[config.mk]
export PLATFORM = sky130hd
export DESIGN_NAME = panel_shift_out_flat
export DESIGN_NICKNAME = d
export VERILOG_FILES = /design/src/rtl/panel_shift_out_if.sv /design/src/rtl/panel_shift_out.sv /design/src/flat_wrapper.sv
export SDC_FILE = /design/constraint.sdc
export NUM_CORES = 1
export LEC_CHECK = 0
export ABC_AREA = 1
export BUFFER_PORTS_ARGS = -buffer_cell sky130_fd_sc_hd__buf_2
export CAP_MARGIN = 20
export CORE_UTILIZATION = 55
export CTS_CLUSTER_DIAMETER = 200
export DETAILED_ROUTE_END_ITERATION = 8
export PLACE_DENSITY = 0.75
export SLEW_MARGIN = 20
export SYNTH_ARGS = -nofsm -noshare
export SYNTH_HDL_FRONTEND = slang
export SYNTH_SLANG_ARGS = --single-unit
[constraint.sdc]
create_clock -name CLK -period 1.6 [get_ports CLK]
set_input_delay 0.24 -clock CLK [delete_from_list [all_inputs] [get_ports CLK]]
set_output_delay 0.24 -clock CLK [all_outputs]
set_load 0.01 [all_outputs]
[src/rtl/panel_shift_out_if.sv]
// Word handshake and serial panel signals between a word source and panel_shift_out.
// master drives the word side; slave is the serializer.
interface panel_shift_out_if #(
  parameter int WIDTH = 8
);
  logic [WIDTH-1:0] D_IN;
  logic             D_VALID;
  logic             LATCH_EN;
  logic             D_READY;
  logic             SER_DATA;
  logic             SER_CLK;
  logic             SER_LATCH;
  logic             BUSY;
  logic             DONE;

  modport master (
    output D_IN, D_VALID, LATCH_EN,
    input  D_READY, SER_DATA, SER_CLK, SER_LATCH, BUSY, DONE
  );

  modport slave (
    input  D_IN, D_VALID, LATCH_EN,
    output D_READY, SER_DATA, SER_CLK, SER_LATCH, BUSY, DONE
  );
endinterface

[src/rtl/panel_shift_out.sv]
// MSB-first serializer for the LED panel driver: data, divided shift clock and an
// optional latch strobe per word. All outputs come straight from flops.
module panel_shift_out #(
  parameter int WIDTH   = 8,
  parameter int CLK_DIV = 2
) (
  input  logic              CLK,
  input  logic              RST,
  panel_shift_out_if.slave  bus
);

  localparam int DIV_W = $clog2(CLK_DIV + 1);
  localparam int BIT_W = $clog2(WIDTH + 1);
  localparam logic [DIV_W-1:0] DIV_LAST = DIV_W'(CLK_DIV - 1);
  localparam logic [DIV_W-1:0] DIV_ONE  = DIV_W'(1);
  localparam logic [DIV_W-1:0] DIV_ZERO = DIV_W'(0);
  localparam logic [BIT_W-1:0] BIT_LAST = BIT_W'(WIDTH - 1);
  localparam logic [BIT_W-1:0] BIT_ONE  = BIT_W'(1);
  localparam logic [BIT_W-1:0] BIT_ZERO = BIT_W'(0);

  typedef enum logic [2:0] {
    S_IDLE   = 3'd0,
    S_SETUP  = 3'd1,
    S_HIGH   = 3'd2,
    S_LATCH  = 3'd3,
    S_FINISH = 3'd4
  } state_t;

  state_t           state_q,     state_d;
  logic [DIV_W-1:0] div_q,       div_d;
  logic [BIT_W-1:0] bit_q,       bit_d;
  logic [WIDTH-1:0] shreg_q,     shreg_d;
  logic             latch_flag_q, latch_flag_d;
  logic             d_ready_q,   d_ready_d;
  logic             ser_data_q,  ser_data_d;
  logic             ser_clk_q,   ser_clk_d;
  logic             ser_latch_q, ser_latch_d;
  logic             busy_q,      busy_d;
  logic             done_q,      done_d;

  // Next-state and next-output computation for the whole transfer sequence.
  always_comb begin
    state_d      = state_q;
    div_d        = div_q;
    bit_d        = bit_q;
    shreg_d      = shreg_q;
    latch_flag_d = latch_flag_q;
    d_ready_d    = d_ready_q;
    ser_data_d   = ser_data_q;
    ser_clk_d    = ser_clk_q;
    ser_latch_d  = ser_latch_q;
    busy_d       = busy_q;
    done_d       = 1'b0;

    case (state_q)
      S_IDLE: begin
        d_ready_d  = 1'b1;
        ser_clk_d  = 1'b0;
        ser_data_d = 1'b0;
        busy_d     = 1'b0;
        div_d      = DIV_ZERO;
        if (bus.D_VALID && d_ready_q) begin
          shreg_d      = bus.D_IN;
          latch_flag_d = bus.LATCH_EN;
          bit_d        = BIT_ZERO;
          ser_data_d   = bus.D_IN[WIDTH-1];
          d_ready_d    = 1'b0;
          busy_d       = 1'b1;
          state_d      = S_SETUP;
        end else begin
          state_d = S_IDLE;
        end
      end

      S_SETUP: begin
        if (div_q == DIV_LAST) begin
          div_d     = DIV_ZERO;
          ser_clk_d = 1'b1;
          state_d   = S_HIGH;
        end else begin
          div_d = div_q + DIV_ONE;
        end
      end

      // The panel samples on the rising edge, so data only moves when SER_CLK falls.
      S_HIGH: begin
        if (div_q == DIV_LAST) begin
          div_d     = DIV_ZERO;
          ser_clk_d = 1'b0;
          if (bit_q == BIT_LAST) begin
            ser_data_d = 1'b0;
            if (latch_flag_q) begin
              ser_latch_d = 1'b1;
              state_d     = S_LATCH;
            end else begin
              done_d  = 1'b1;
              state_d = S_FINISH;
            end
          end else begin
            shreg_d    = {shreg_q[WIDTH-2:0], 1'b0};
            ser_data_d = shreg_q[WIDTH-2];
            bit_d      = bit_q + BIT_ONE;
            state_d    = S_SETUP;
          end
        end else begin
          div_d = div_q + DIV_ONE;
        end
      end

      S_LATCH: begin
        if (div_q == DIV_LAST) begin
          div_d       = DIV_ZERO;
          ser_latch_d = 1'b0;
          done_d      = 1'b1;
          state_d     = S_FINISH;
        end else begin
          div_d = div_q + DIV_ONE;
        end
      end

      S_FINISH: begin
        busy_d    = 1'b0;
        d_ready_d = 1'b1;
        state_d   = S_IDLE;
      end

      default: begin
        state_d     = S_IDLE;
        div_d       = DIV_ZERO;
        bit_d       = BIT_ZERO;
        d_ready_d   = 1'b1;
        ser_data_d  = 1'b0;
        ser_clk_d   = 1'b0;
        ser_latch_d = 1'b0;
        busy_d      = 1'b0;
      end
    endcase
  end

  // State and output registers; reset abandons any transfer without a latch pulse.
  always_ff @(posedge CLK) begin
    if (RST) begin
      state_q      <= S_IDLE;
      div_q        <= DIV_ZERO;
      bit_q        <= BIT_ZERO;
      shreg_q      <= {WIDTH{1'b0}};
      latch_flag_q <= 1'b0;
      d_ready_q    <= 1'b1;
      ser_data_q   <= 1'b0;
      ser_clk_q    <= 1'b0;
      ser_latch_q  <= 1'b0;
      busy_q       <= 1'b0;
      done_q       <= 1'b0;
    end else begin
      state_q      <= state_d;
      div_q        <= div_d;
      bit_q        <= bit_d;
      shreg_q      <= shreg_d;
      latch_flag_q <= latch_flag_d;
      d_ready_q    <= d_ready_d;
      ser_data_q   <= ser_data_d;
      ser_clk_q    <= ser_clk_d;
      ser_latch_q  <= ser_latch_d;
      busy_q       <= busy_d;
      done_q       <= done_d;
    end
  end

  assign bus.D_READY   = d_ready_q;
  assign bus.SER_DATA  = ser_data_q;
  assign bus.SER_CLK   = ser_clk_q;
  assign bus.SER_LATCH = ser_latch_q;
  assign bus.BUSY      = busy_q;
  assign bus.DONE      = done_q;

endmodule

[src/flat_wrapper.sv]
// flat-port wrapper written by rule: the top's interface ports become plain ports
module panel_shift_out_flat 
#(
  parameter int WIDTH   = 8,
  parameter int CLK_DIV = 2
)
  (CLK, RST, bus_D_IN, bus_D_VALID, bus_LATCH_EN, bus_D_READY, bus_SER_DATA, bus_SER_CLK, bus_SER_LATCH, bus_BUSY, bus_DONE);
  panel_shift_out_if #(.WIDTH(WIDTH)) bus_i ();
  input  logic CLK;
  input  logic RST;
  input wire logic [$bits(bus_i.D_IN)-1:0] bus_D_IN;
  input wire logic [$bits(bus_i.D_VALID)-1:0] bus_D_VALID;
  input wire logic [$bits(bus_i.LATCH_EN)-1:0] bus_LATCH_EN;
  output wire logic [$bits(bus_i.D_READY)-1:0] bus_D_READY;
  output wire logic [$bits(bus_i.SER_DATA)-1:0] bus_SER_DATA;
  output wire logic [$bits(bus_i.SER_CLK)-1:0] bus_SER_CLK;
  output wire logic [$bits(bus_i.SER_LATCH)-1:0] bus_SER_LATCH;
  output wire logic [$bits(bus_i.BUSY)-1:0] bus_BUSY;
  output wire logic [$bits(bus_i.DONE)-1:0] bus_DONE;
  assign bus_i.D_IN = bus_D_IN;
  assign bus_i.D_VALID = bus_D_VALID;
  assign bus_i.LATCH_EN = bus_LATCH_EN;
  assign bus_D_READY = bus_i.D_READY;
  assign bus_SER_DATA = bus_i.SER_DATA;
  assign bus_SER_CLK = bus_i.SER_CLK;
  assign bus_SER_LATCH = bus_i.SER_LATCH;
  assign bus_BUSY = bus_i.BUSY;
  assign bus_DONE = bus_i.DONE;
  panel_shift_out #(.WIDTH(WIDTH), .CLK_DIV(CLK_DIV)) u_core (.CLK(CLK), .RST(RST), .bus(bus_i));
endmodule
==> metrics.md <==
| Metric | Value |
|---|---|
| Clk_skew | ~4.1 ps |
| Most frequent cells in the layout | 45 x nand2_1, 27 x nor2_1, 23 x dfxtp_1 |
| Layout cells sized above 1 | roughly 20% |
| Drt first-iter violations | 60 |
| Clock tree sinks | 23 |
| Maxcap violations | 0 |
| Critical-path cell list | ha_1 -> nand2_1 -> nor2_2 -> nand2_4 -> nand3_4 -> nand2_1 -> nand2_1 -> nor2_1 |
| Largest family of logic cells by synthesized area | simple AND/OR/NAND/NOR gates |
| Status | finished clean |
| Fin. max-slew vios | 0 |
| Number of synthesis warnings | 0 |
| Via count | about 1100 |
| DRC | 0 |
| Ant. Diodes | 0 |
| Antenna violations before repair | 0 |
| First-pass GRT wire length | 4.11 mm |
| Synth top area cells | dfxtp_1 38%, nand2_1 14%, nor2_1 8.7%, inv_1 5.6%, nand3_1 4.6% |
| Flops & latches, synth | 23 |
| Net Count, Synth | between 150 and 200 |
| Gr usage total | about 22% |
| Top_reg_cell synth | dfxtp_1 |
| TNS Setup | 0 ps |
| Routed len/inst | 10.8 um |
| Antenna viol nets, final | 0 |
| Area delta synth->final | 9.87% |
| EDFF count, synth | 0 |
| Maximum fanout along the worst path | 13 |
| CP Capture Type | flop |
| Drt via density | about 5.2 |
| Slew @ Worst Pin | about 350 ps |
| Top cell type's share of synthesized area | 38.2% |
| Fillcell total | a little under 200 |
| Routability cong. | approximately 0.9 |
| CTS tree | done |
| # IOs | 18 |
| Fmax | 699 MHz |
| CP Buf/Inv Count | 0 |
| First-pass DRT Iterations | 4 |
| Layout Nets | 208 |
| CORE AREA | 2000 um2 |
| Reg2reg start | u_core.bit_q[0] |
| Final Power | around 0.0023 W |
| Register area share after synthesis | between 30% and 40% |
| CTS clk-pin slew, worst paths | 130 ps |
| Post-Route WL | 2.38 mm |
| Yosys cell types | 25 |
| CP most frequent cell | nand2_1 |
| CP peak stage delay | around 400 ps |
| Post-synthesis adder-cell area fraction | between 1 and 1.5% |
| Max transition margin | between 70% and 80% |
| TritonCTS Buffers | 3 |
| DP HPWL | between 1.5 and 2 mm |
| GRT Residual Overflow | 0 |
| Mux cell area share after synthesis | 0% |
| Final period util | approximately nine tenths |
| Simple-Gate Fraction of Synth Area | approximately 38% |
| Die width | 48.8 um |
| CTS root buf | clkbuf_4 |
| Worst setup SP type | flop |
| Crit path DAT | between 1500 and 2000 ps |
| Worst-skew pair later-pin latency | 310 ps |
| CP Data Required Time | around 1800 ps |
| Sequential cell area | around 460 um2 |
| Die Y | 48.8 um |
| Max clock buf depth | 2 |
| Fin crit period | about 1400 ps |
| RSZ-0062 raised after global routing | no |
| FFs w/ async S/R, synth | 0% |
| Synth area leader | dfxtp_1 |
| Row count | 16 |
| Top Family by Delay on Critical Path | simple AND/OR/NAND/NOR gates |
| CP Launch Point | u_core.bit_q[0] |
| Critical Path Slowest Stage Cell | dfxtp_1 |
| Class of the most critical hold timing path | in2reg |
| Leakage dissipation | 0.629 nW |
| Power Dens Cells | 1710 nW/um2 |
| Post-Syn Instances | 177 |
| Complex-gate fraction of the synthesized area | ~12% |
| Mapped cell area | 1200 um2 |
| Mean Syn Cell Area | between 6 and 7 um2 |
| Die area | around 2400 um2 |
| Final Hold Violating Endpoints | 0 |
| Multi-input logic area | 636 um2 |
| Endpoints failing setup | 0 |
| Critical path class | reg2reg |
| Hold path start | bus_LATCH_EN |
| I/O Buffers | 17 |
| Starting Density | between 60% and 70% |
| Vias in the first global route | about 970 |
| Commonest non-fill, non-tap cell in the layout | nand2_1 |
| Post-CTS setup buffer count | 0 |
| Post-synthesis xor/xnor area fraction | under 10% |
| Largest net degree at the start of global routing | 14 |
| H-tree levels | 1 |
| Peak VDD IR | 0.00115 V |
Yosys cell counts (2+ instances only):
| master | instances |
|---|---|
| a211oi_1 | 4 |
| nand4_1 | 2 |
| buf_6 | 2 |
| o21ai_0 | 9 |
| nand2_2 | 8 |
| nand2_1 | 45 |
| inv_1 | 18 |
| dfxtp_1 | 23 |
| inv_2 | 2 |
| a21oi_1 | 10 |
| nand3_1 | 11 |
| nor2_4 | 2 |
| buf_2 | 2 |
| nor2_1 | 28 |
path summary, 6_finish.rpt:
kind	end	slack, ps	cells past startpoint
max	u_core.shreg_q[5]	170	8
min	u_core.latch_flag_q	230	3
max reg2reg	u_core.shreg_q[5]	170	8
min reg2reg	u_core.bus.BUSY	470	2
worst min-delay path, cell delays in order:
cell     delay [ps]
buf_2            90
o21ai_0          90
a21oi_1         110
cell families (layout without fill, tap and decap cells):
logic type / count (synthesis) / after routing
AOI/OAI and AO/OA: 26 / 26
buffers and inverters: 25 / 42
and+or+nand+nor: 100 / 100
DFF: 23 / 23
adders and majority gates: 1 / 1
xor gates and xnor gates: 2 / 2
final cells by class:
class | instances | area share, %
multi-input combinational | 129 | 48.0
sequential | 23 | 34.8
timing repair buffer | 18 | 6.99
inverter | 20 | 5.67
tap | 27 | 2.55
clock buffer | 4 | 1.98
sequential cells by signal, indices dropped and copies added (netlist names):
| signal | flops |
|---|---|
| u_core.bus.SER_DATA | 1 |
| u_core.bus.D_READY | 1 |
| u_core.bus.SER_LATCH | 1 |
| u_core.bit_q | 4 |
| u_core.shreg_q | 7 |
| u_core.bus.SER_CLK | 1 |
| u_core.state_q | 3 |
| u_core.div_q | 2 |
| u_core.latch_flag_q | 1 |
| u_core.bus.BUSY | 1 |
| u_core.bus.DONE | 1 |
report_power, final:
part / internal (W) / leakage [nW] / switching [W]
Clock: 0.0000975 / 0.0150 / 0.000180
Combinational: 0.000388 / 0.425 / 0.000749
Sequential: 0.000746 / 0.189 / 0.000107
Total: 0.00123 / 0.629 / 0.00104
through the flow:
| step | worst slack (ps) | std cells | util [%] | hold WS, ps | cell area (um2) |
|---|---|---|---|---|---|
| 2_1_floorplan | 238 | 177 | - | 318 | 1200 |
| 3_3_place_gp | 221 | 217 | 64.7 | 448 | 1290 |
| 3_5_place_dp | 151 | 217 | 64.7 | 457 | 1290 |
| 4_1_cts | 136 | 221 | 66.0 | 222 | 1320 |
| 5_1_grt | 8.05 | 221 | 66.1 | 232 | 1320 |
| 6_report | 170 | 221 | 66.1 | 233 | 1320 |
metal layers:
layer | vias up | GRT usage, % | part of all wire, %
met1 | 509 | 30.2 | 49
met3 | 4 | 4.05 | 5.1
li1 | 595 | - | -
met5 | - | 0 | 0
met2 | 31 | 34.5 | 45
met4 | 0 | 5.88 | 1.2
what timing repair did:
action | CTS | global route
setup endpoints to repair | 0 | 1
endpoints found under the hold margin | 0 | 0
resized for setup | 0 | 1
hold buffers | 0 | 0
(Power assumes the default switching activity.)
